$ cat src/rtl/hpc_branch_unit_if.sv
// hpc_branch_unit_if: core-side signals of the PC/branch unit
interface hpc_branch_unit_if #(
  parameter int WIDTH = 16,
  parameter int STACK_DEPTH = 8
);
  localparam int DW = $clog2(STACK_DEPTH + 1);
  logic enable;
  logic is_c;
  logic [2:0] jmp;
  logic [WIDTH-1:0] alu_out;
  logic [WIDTH-1:0] target;
  logic call;
  logic ret;
  logic [WIDTH-1:0] pc;
  logic [DW-1:0] depth;
  logic overflow;
  logic underflow;
  modport master (
    output enable, is_c, jmp, alu_out, target, call, ret,
    input pc, depth, overflow, underflow
  );
  modport slave (
    input enable, is_c, jmp, alu_out, target, call, ret,
    output pc, depth, overflow, underflow
  );
endinterface

$ cat src/rtl/hpc_branch_unit.sv
// hpc_branch_unit: Hack PC and branch unit with stall and circular return-address stack
module hpc_branch_unit #(
  parameter int WIDTH = 16,
  parameter int STACK_DEPTH = 8,
  parameter logic [WIDTH-1:0] RESET_VECTOR = '0
) (
  input logic clock,
  input logic reset,
  hpc_branch_unit_if.slave bus
);
  localparam int DW = $clog2(STACK_DEPTH + 1);
  localparam int PW = $clog2(STACK_DEPTH);
  logic [WIDTH-1:0] pc_q, pc_d, pc_inc;
  logic [WIDTH-1:0] stk_q [STACK_DEPTH];
  logic [PW-1:0] tp_q, tp_d, tp_inc, tp_dec;
  logic [DW-1:0] dep_q, dep_d;
  logic ovf_q, ovf_d, unf_q, unf_d;
  logic zr, ng, taken, full, push;
  assign zr = bus.alu_out == '0;
  assign ng = bus.alu_out[WIDTH-1];
  assign taken = bus.is_c & ((bus.jmp[2] & ng) | (bus.jmp[1] & zr) | (bus.jmp[0] & ~ng & ~zr));
  assign pc_inc = pc_q + 1'b1;
  assign full = dep_q == DW'(STACK_DEPTH);
  assign tp_inc = tp_q == PW'(STACK_DEPTH - 1) ? '0 : tp_q + 1'b1;
  assign tp_dec = tp_q == '0 ? PW'(STACK_DEPTH - 1) : tp_q - 1'b1;
  // next state: stall, then return, then taken jump/call, else increment
  always_comb begin
    pc_d = pc_q;
    dep_d = dep_q;
    tp_d = tp_q;
    ovf_d = ovf_q;
    unf_d = unf_q;
    push = 1'b0;
    if (bus.enable) begin
      if (bus.ret && dep_q != '0) begin
        pc_d = stk_q[tp_dec];
        dep_d = dep_q - 1'b1;
        tp_d = tp_dec;
      end else if (bus.ret) begin
        pc_d = pc_inc;
        unf_d = 1'b1;
      end else if (taken) begin
        pc_d = bus.target;
        if (bus.call) begin
          push = 1'b1;
          tp_d = tp_inc;
          ovf_d = ovf_q | full;
          dep_d = full ? dep_q : dep_q + 1'b1;
        end
      end else begin
        pc_d = pc_inc;
      end
    end
  end
  // control registers; reset wins over any push or pop
  always_ff @(posedge clock) begin
    if (!reset) begin
      pc_q <= RESET_VECTOR;
      dep_q <= '0;
      tp_q <= '0;
      ovf_q <= 1'b0;
      unf_q <= 1'b0;
    end else begin
      pc_q <= pc_d;
      dep_q <= dep_d;
      tp_q <= tp_d;
      ovf_q <= ovf_d;
      unf_q <= unf_d;
    end
  end
  // stack storage; a full push overwrites the oldest slot since the pointer wraps
  always_ff @(posedge clock) begin
    if (reset && push) stk_q[tp_q] <= pc_inc;
  end
  assign bus.pc = pc_q;
  assign bus.depth = dep_q;
  assign bus.overflow = ovf_q;
  assign bus.underflow = unf_q;
endmodule

$ cat src/flat_wrapper.sv
// flat-port wrapper written by rule: the top's interface ports become plain ports
module hpc_branch_unit_flat 
#(
  parameter int WIDTH = 16,
  parameter int STACK_DEPTH = 8,
  parameter logic [WIDTH-1:0] RESET_VECTOR = '0
)
  (clock, reset, bus_enable, bus_is_c, bus_jmp, bus_alu_out, bus_target, bus_call, bus_ret, bus_pc, bus_depth, bus_overflow, bus_underflow);
  hpc_branch_unit_if #(.WIDTH(WIDTH), .STACK_DEPTH(STACK_DEPTH)) bus_i ();
  input logic clock;
  input logic reset;
  input wire logic [$bits(bus_i.enable)-1:0] bus_enable;
  input wire logic [$bits(bus_i.is_c)-1:0] bus_is_c;
  input wire logic [$bits(bus_i.jmp)-1:0] bus_jmp;
  input wire logic [$bits(bus_i.alu_out)-1:0] bus_alu_out;
  input wire logic [$bits(bus_i.target)-1:0] bus_target;
  input wire logic [$bits(bus_i.call)-1:0] bus_call;
  input wire logic [$bits(bus_i.ret)-1:0] bus_ret;
  output wire logic [$bits(bus_i.pc)-1:0] bus_pc;
  output wire logic [$bits(bus_i.depth)-1:0] bus_depth;
  output wire logic [$bits(bus_i.overflow)-1:0] bus_overflow;
  output wire logic [$bits(bus_i.underflow)-1:0] bus_underflow;
  assign bus_i.enable = bus_enable;
  assign bus_i.is_c = bus_is_c;
  assign bus_i.jmp = bus_jmp;
  assign bus_i.alu_out = bus_alu_out;
  assign bus_i.target = bus_target;
  assign bus_i.call = bus_call;
  assign bus_i.ret = bus_ret;
  assign bus_pc = bus_i.pc;
  assign bus_depth = bus_i.depth;
  assign bus_overflow = bus_i.overflow;
  assign bus_underflow = bus_i.underflow;
  hpc_branch_unit #(.WIDTH(WIDTH), .STACK_DEPTH(STACK_DEPTH), .RESET_VECTOR(RESET_VECTOR)) u_core (.clock(clock), .reset(reset), .bus(bus_i));
endmodule
$ cat config.mk
export PLATFORM = sky130hd
export DESIGN_NAME = hpc_branch_unit_flat
export DESIGN_NICKNAME = d
export VERILOG_FILES = /design/src/rtl/hpc_branch_unit_if.sv /design/src/rtl/hpc_branch_unit.sv /design/src/flat_wrapper.sv
export SDC_FILE = /design/constraint.sdc
export NUM_CORES = 1
export LEC_CHECK = 0
export ABC_AREA = 0
export BUFFER_PORTS_ARGS = -buffer_cell sky130_fd_sc_hd__buf_2
export CAP_MARGIN = 20
export CORE_MARGIN = 4
export CORE_UTILIZATION = 40
export DETAILED_ROUTE_END_ITERATION = 10
export SYNTH_ARGS = -nofsm -noshare
export SYNTH_HDL_FRONTEND = slang
export SYNTH_SLANG_ARGS = --single-unit
$ cat constraint.sdc
create_clock -name clock -period 7 [get_ports clock]
set_input_delay 0.7 -clock clock [delete_from_list [all_inputs] [get_ports clock]]
set_output_delay 0.7 -clock clock [all_outputs]
set_load 0.02 [all_outputs]
==> results.cfg, run 1 <==
[synthesis]
synth_compound_area_frac = 0.06471
yosys.area_share.simple = 0.07717
ys_async_sr_fraction = 0
synth_top_area_frac = 0.5712
ys_seq_area_frac = 0.6456
synth_adder_area_share = 0.01599
muxShareOfSynthArea = 0.1499
yosysWarnings = 0
synthTopCellsByArea = edfxtp_1, dfxtp_1, mux4_1
synth_flop_cell = edfxtp_1
synth_area_leader_cell = edfxtp_1
synth_top_family_by_area = multiplexers
synth_edf_count = 128
synthCells = 426
synth-seq-cells = 153
syn-cell-area_um2 = 6729
syn_nets = 475
syn_avg_cell_area_um2 = 15.80
ys_types = 51
synth_xor_area_frac = 0.02213

[routing]
initialDrtViolationCount = 350
routed_wl_mm = 15.32
top_layer = met4
wl_met1_mm = 6.808
wl_met3_mm = 1.051
vias_per_cell = 5.503
vias = 4050
wl_per_cell_um = 20.81
drtAntennaViolNets = 0
drc = 0
first_pass_iters = 5
wl_met2_mm = 7.351

[setup_path]
cp_data_arrival_time_ns = 3.28
cp_max_fo = 24
crit_path_start_kind = primary input
slowest_delay_ns = 0.61
crit_top_cell = buf_4
path_class = primary input to flop
crit_required_ns = 7.12
end_kind = flop
critPathBufInv = 3
critical_path_depth = 8
rrSetupSlack_ns = 4.02
path_cells = buf_2, nor4_1, nand4_1, mux2i_4, buf_4, or3_2, nor2_1, buf_4
reg2regPathDepth = 7
crit_family = simple AND/OR/NAND/NOR gates
cp_slowest_cell = nor2_1

[global_route]
grt_pass1_vias = 4115
grt_pass1_wl_mm = 23.45
grt_antenna_before_repair = 0
grt_max_degree = 31
grt_use_total = 0.1704
overflow = 0

[worst_hold_path]
holdPathStages = 1
hold_path_class = flop to flop

[die]
initial_utilization = 0.4072
dieArea_um2 = 18960
die_y_um = 137.7
fp.dieW_um = 137.7
rows = 47
pin_count = 63
coreArea_um2 = 16520

[clocking]
hold_buffers = 0
clock_latency_ns = 0.42
numCtsBuffers = 17
postCtsSetupBuffers = 0
cts.htree.levels = 4
cts_max_path_buffers = 2
numClockSinks = 153
clk_pin_slew_ns = 0.06
cts_tree = done
cts_root_buf = clkbuf_16
cts_resized = 0

[power]
p_leak_nw = 2.845
ir_drop_mv = 0.1828
power.density_nw_per_um2 = 295.6

[placed_design]
placed_cells = 704
port_buffers = 62
place_hpwl_mm = 10.05
placed_area_um2 = 7320
globalplace.congestion = 0.7896

[timing]
tightest_slew_ns = 0.9675
slew-limit-headroom = 0.3526
tns_ns = 0
rsz0062_at_grt = no
finalHoldViolCount = 0
timing.final.crit_share = 0.4520
clock.fmax_mhz = 316.1
slew_viol_final = 0
fin_crit_ns = 3.164
finClkSkew_ns = 0.008029
final-setup-viol-count = 0

[cells_and_area]
layout.nets = 552
drive_above_1_share = 0.2500
area_delta_synth_final_pct = 16.79
final_cells = 736
fin_util = 0.4756
postLayoutCellArea_um2 = 7859
diodes = 0

[job]
max-cap-violations = 0

[outcome]
status = finished clean
[logic make-up after synthesis]
logic type,after synthesis
DFF,153
and+or+nand+nor,105
AOI/OAI and AO/OA,60
muxes,54
buffers and inverters,29
xor gates and xnor gates,17
adders and majority gates,8
[metal layers]
metal / up-vias / track usage
met5: - / 0
met3: 10 / 0.04127
li1: 1861 / -
met2: 146 / 0.2752
met4: 0 / 0.04501
met1: 2033 / 0.2326
[sequential cells by signal, indices dropped and copies added (netlist names)]
signal,flops
u_core.tp_q,3
u_core.bus.underflow,1
u_core.bus.overflow,1
u_core.bus.pc,16
u_core.bus.depth,4
u_core.stk_q,128
[power by group]
part | switching [mW] | internal, mW | total [mW] | leakage, nW
Sequential | 0.0438 | 1.05 | 1.09 | 1.38
Combinational | 0.238 | 0.155 | 0.394 | 1.21
Clock | 0.351 | 0.489 | 0.839 | 0.261
[through the flow]
stage          hold WS, ns  power, mW  worst slack, ns
2_1_floorplan       0.5662      1.381            3.230
3_3_place_gp        0.4646      1.496            3.429
3_5_place_dp        0.4786      1.505            3.360
4_1_cts             0.4921      2.344            3.799
5_1_grt             0.5136      2.433            3.697
6_report            0.4781      2.323            3.836
[layout make-up]
| type | count | area [µm²] |
|---|---|---|
| fillers | 1430 | 8666 |
| flip-flops and latches | 153 | 4344 |
| multi-input cells | 244 | 2251 |
| clock buffers | 21 | 440.4 |
| repair buffers | 74 | 400.4 |
| well taps | 220 | 275.3 |
| clock inverters | 11 | 98.84 |
| inverters | 13 | 48.80 |
[cell usage in the layout, fill, tap and decap left out, types with 3 or more instances in the layout]
master,netlist,final
nand4_1,3,3
nor2b_1,5,5
xnor2_1,9,9
a22oi_1,14,14
o211ai_1,14,14
edfxtp_1,128,128
buf_2,4,62
xor2_1,8,8
mux4_1,17,17
nor4_1,9,7
inv_1,11,11
mux2i_1,21,21
nor3_1,10,8
buf_4,1,12
o21ai_0,8,8
dfxtp_1,25,25
ha_1,7,7
a21oi_1,5,5
mux4_2,15,15
nand3_1,13,13
clkbuf_1,7,4
clkbuf_16,0,17
clkinv_4,0,3
nor2_1,17,17
nand2_1,34,34
nand2b_1,4,4
[cells in the mapped netlist, types with 8 or more instances]
master and number:
a22oi_1 14, dfxtp_1 25, edfxtp_1 128, inv_1 11, mux2i_1 21, mux4_1 17, mux4_2 15, nand2_1 34
nand3_1 13, nor2_1 17, nor3_1 10, nor4_1 9, o211ai_1 14, o21ai_0 8, xnor2_1 9, xor2_1 8
[worst paths after layout]
kind / to / startpoint
worst max register to register: u_core.bus.pc[10] / u_core.tp_q[0]
worst min-delay path: u_core.bus.overflow / u_core.bus.overflow
worst min register to register: u_core.bus.overflow / u_core.bus.overflow
worst max-delay path: u_core.stk_q[2][13] / bus_alu_out[11]
(Power assumes the default switching activity.)
==> run 2: changes to the inputs <==
- clock period: 7 -> 2.7 ns (I/O delays scaled with it)
==> run 2 against run 1 <==
Against the previous run:
- critical path depth stayed put
- flip-flop and latch count unchanged
- non-clock buffer count increased by 29
- largest cell class unchanged
==> results.cfg, run 2 (synthesized netlist as in run 1, its figures left out) <==
[cells_and_area]
layout.nets = 581
largest_register = u_core.stk_q
layout_commonest_cell = edfxtp_1
largest_reg_flops = 128
final_cells = 765
area_delta_synth_final_pct = 20.84
diodes = 0
drive_above_1_share = 0.2936
most-common-layout-cells = edfxtp_1, buf_2, buf_4

[timing]
final-setup-viol-count = 0
slew_viol_final = 0
tightest_slew_ns = 0.7845
tns_ns = 0
clock.fmax_mhz = 406.5
timing.final.crit_share = 0.9112
fin_crit_ns = 2.460
finalHoldViolCount = 0
slew-limit-headroom = 0.4732
finClkSkew_ns = 0.01623
hold_slack_ns = 0.1541
rsz0062_at_grt = no

[clocking]
numCtsBuffers = 17
clk_pin_slew_ns = 0.07
cts_tree = done
cts_resized = 0
clock_latency_ns = 0.43
hold_buffers = 0
cts_root_buf = clkbuf_16
cts.htree.levels = 4
cts_max_path_buffers = 2
postCtsSetupBuffers = 0
numClockSinks = 153

[outcome]
status = finished clean

[setup_path]
slowest_delay_ns = 0.61
cp_data_arrival_time_ns = 2.75
end_kind = flop
path_cells = inv_1, ha_1, nand2b_4, and2_4, buf_12, mux4_1, a22oi_1, o211ai_1
path_class = flop to flop
reg2regPathDepth = 8
crit_required_ns = 2.99
r2r_start = u_core.tp_q[0]
critPathBufInv = 2
cp_max_fo = 11
r2r-end = u_core.bus.pc[2]
cp_slowest_cell = mux4_1
crit_path_start_kind = flop
rrSetupSlack_ns = 0.24
crit_family = multiplexers

[worst_hold_path]
min_from = bus_target[10]
holdPathStages = 3
hold_path_class = primary input to flop
min_to = u_core.bus.pc[10]

[power]
p_leak_nw = 3.009
power.density_nw_per_um2 = 756.1
ir_drop_mv = 0.5886

[die]
die_y_um = 137.7
coreArea_um2 = 16520
rows = 47
pin_count = 63
fp.dieW_um = 137.7
dieArea_um2 = 18960
initial_utilization = 0.4072

[routing]
vias_per_cell = 5.314
initialDrtViolationCount = 294
drtAntennaViolNets = 0
vias = 4065
routed_wl_mm = 15.57
first_pass_iters = 5
drc = 0
wl_per_cell_um = 20.36

[placed_design]
globalplace.congestion = 0.8011
placed_cells = 733
place_hpwl_mm = 10.77
port_buffers = 62

[global_route]
grt_pass1_vias = 4247
grt_antenna_before_repair = 0
met3_usage = 0.02958
use_met1 = 0.2374
grt_max_degree = 21
grt_util_met2 = 0.2809
grt_pass1_wl_mm = 24.20
grt_use_total = 0.1750
overflow = 0
top_usage_layer = met2

[job]
max-cap-violations = 0
run 2: worst max path at each step:
stage | start | end | slack (ns) | depth (start not counted)
2_1_floorplan | bus_alu_out[11] | u_core.stk_q[0][0] | 0.02 | 5
3_3_place_gp | bus_alu_out[15] | u_core.stk_q[2][7] | 0.25 | 7
3_5_place_dp | bus_alu_out[15] | u_core.stk_q[2][2] | 0.22 | 7
4_1_cts | u_core.tp_q[0] | u_core.bus.pc[2] | 0.25 | 8
5_1_grt | u_core.tp_q[0] | u_core.bus.pc[3] | 0.09 | 8
6_report | u_core.tp_q[0] | u_core.bus.pc[2] | 0.24 | 8
run 2: metrics by stage:
stage | power (mW) | setup WS [ns] | area (µm²) | utilization
floorplan | 3.584 | 0.01741 | 6751 | -
global placement | 3.970 | 0.2507 | 7580 | 0.4587
detailed placement | 3.999 | 0.2175 | 7580 | 0.4587
CTS | 6.203 | 0.2529 | 8132 | 0.4921
global route | 6.426 | 0.09496 | 8132 | 0.4921
finish | 6.148 | 0.2397 | 8132 | 0.4921
run 2: worst register-to-register path: stages (launching register included):
cell      delay, ns
dfxtp_1        0.35
inv_1          0.10
ha_1           0.31
nand2b_4       0.12
and2_4         0.31
buf_12         0.19
mux4_1         0.62
a22oi_1        0.21
o211ai_1       0.11
run 2: final cells by class:
type,instances,area [µm²]
clock inverter,15,126.4
clock buffer,17,425.4
sequential,153,4344
timing repair buffer,103,643.1
tap,220,275.3
inverter,13,48.80
fill,1377,8393
multi-input combinational,244,2268
run 2: layer usage:
layer / up-vias / part of all wire / wire length [µm]
met1: 2035 / 0.44 / 6909
li1: 1915 / - / -
met2: 105 / 0.49 / 7700
met4: 0 / 0.011 / 171
met3: 10 / 0.051 / 792
met5: - / 0 / 0
run 2: where the power goes:
part | internal [mW] | switching (mW)
Clock | 1.26 | 0.939
Sequential | 2.71 | 0.0939
Combinational | 0.475 | 0.665
==> run 3: changes to the inputs <==
==> constraint.sdc (replaced) <==
create_clock -name clock -period 2.7 [get_ports clock]
set_input_delay 0.54 -clock clock [delete_from_list [all_inputs] [get_ports clock]]
set_output_delay 0.54 -clock clock [all_outputs]
set_load 0.02 [all_outputs]
==> run 3 against run 2 <==
Against the previous run:
- critical endpoint is now u_core.bus.pc[14]
- via count grew 3.1%
- die area is the same
- combinational power is essentially flat
- largest cell class unchanged
- worst hold slack gained 0.27 ns
- non-clock buffer count grew 2
- final cell count grew 0.13%
- worst setup slack lost 0.028 ns
==> results.cfg, run 3 (synthesized netlist as in run 1, its figures left out) <==
[outcome]
status = finished clean

[routing]
wl_per_cell_um = 21.07
vias_per_cell = 5.471
vias = 4191
initialDrtViolationCount = 275
routed_wl_mm = 16.14
drtAntennaViolNets = 0
drc = 0
first_pass_iters = 6

[clocking]
clk_pin_slew_ns = 0.06
hold_buffers = 0
numClockSinks = 153
cts_resized = 0
postCtsSetupBuffers = 0
cts_tree = done
cts_max_path_buffers = 2
cts.htree.levels = 4
clock_latency_ns = 0.42
numCtsBuffers = 17
cts_root_buf = clkbuf_16

[timing]
slew-limit-headroom = 0.4789
finalHoldViolCount = 0
final-setup-viol-count = 0
timing.final.crit_share = 0.9217
clock.fmax_mhz = 401.8
finClkSkew_ns = 0.008907
hold_slack_ns = 0.4210
tightest_slew_ns = 0.7787
slew_viol_final = 0
worst_slack_ns = 0.2115
tns_ns = 0
fin_crit_ns = 2.489
rsz0062_at_grt = no

[setup_path]
end_kind = flop
path_class = flop to flop
rrSetupSlack_ns = 0.21
r2r_start = u_core.tp_q[0]
crit_required_ns = 2.99
r2r-end = u_core.bus.pc[14]
reg2regPathDepth = 9
cp_data_arrival_time_ns = 2.78
cp_max_fo = 15
crit_path_start_kind = flop

[global_route]
grt_use_total = 0.1779
grt_pass1_vias = 4376
grt_antenna_before_repair = 0
overflow = 0
grt_pass1_wl_mm = 24.52
grt_max_degree = 23

[cells_and_area]
layout_commonest_cell = edfxtp_1
area_delta_synth_final_pct = 22.13
largest_register = u_core.stk_q
fillers = 1399
register_area_um2 = 4344
multiInputGateArea_um2 = 2271
largest_reg_flops = 128
most-common-layout-cells = edfxtp_1, buf_2, buf_4
postLayoutCellArea_um2 = 8218
layout.nets = 583
drive_above_1_share = 0.3004
diodes = 0

[die]
coreArea_um2 = 16520
pin_count = 63
rows = 47
die_y_um = 137.7
initial_utilization = 0.4072
dieArea_um2 = 18960
fp.dieW_um = 137.7

[placed_design]
globalplace.congestion = 0.7973
place_hpwl_mm = 10.97
port_buffers = 62
dp_slack_ns = 0.03372
placed_area_um2 = 7597

[worst_hold_path]
holdPathStages = 3
hold_path_class = primary input to flop
min_to = u_core.bus.pc[1]
min_from = reset

[power]
p_leak_nw = 3.056
power.density_nw_per_um2 = 784.1
ir_drop_mv = 0.5205

[job]
max-cap-violations = 0
## run 3: cell types whose count changed in the layout (fill, tap and decap cells not counted)
cell / previous run / this run
buf_4: 39 / 41
inv_8: 0 / 1
clkinv_1: 4 / 2
clkinv_4: 4 / 3
inv_6: 3 / 2
clkinvlp_4: 2 / 1
nor2_1: 17 / 16
nor2_2: 0 / 1
bufinv_16: 1 / 4
## run 3: area by class of cell
type,count,area share
sequential,153,0.5286
multi-input combinational,244,0.2763
timing repair buffer,105,0.08009
clock buffer,17,0.05177
tap,220,0.03350
clock inverter,14,0.02375
inverter,13,0.005938
## run 3: worst max-delay path by stage
stage	startpoint	to	slack, ns
floorplan	bus_alu_out[11]	u_core.stk_q[4][0]	-0.24
global placement	bus_alu_out[15]	u_core.stk_q[0][11]	0.07
detailed placement	bus_alu_out[15]	u_core.stk_q[1][11]	0.03
CTS	u_core.tp_q[0]	u_core.bus.pc[14]	0.19
global route	u_core.tp_q[0]	u_core.bus.pc[14]	0.03
finish	u_core.tp_q[0]	u_core.bus.pc[14]	0.21
## run 3: metrics by stage
stage,cells,util,total power [mW]
6_report,766,0.4973,6.444
3_3_place_gp,735,0.4598,3.954
5_1_grt,766,0.4973,6.714
3_5_place_dp,735,0.4598,3.990
4_1_cts,766,0.4973,6.480
2_1_floorplan,426,-,3.587
## run 3: where the power goes
part           internal (mW)  switching [mW]  leakage, nW
combinational          0.468           0.672         1.38
clock                   1.55           0.959        0.301
sequential              2.71          0.0845         1.38
total                   4.73            1.72         3.06
## run 3: worst max-delay path: stages (launching register included)
cell,delay (ns)
dfxtp_1,0.34
inv_1,0.10
ha_1,0.32
nand2b_4,0.13
and2_4,0.28
buf_12,0.21
buf_4,0.15
mux4_2,0.50
a22oi_1,0.20
o211ai_1,0.10
## run 3: layer usage
layer / up-vias / global-route usage / routed length, µm / share of wire
met3: 26 / 0.04054 / 785 / 0.049
met5: - / 0 / 0 / 0
met1: 2113 / 0.2187 / 6787 / 0.42
met2: 129 / 0.3094 / 8266 / 0.51
met4: 0 / 0.06037 / 296 / 0.018
li1: 1923 / - / - / -
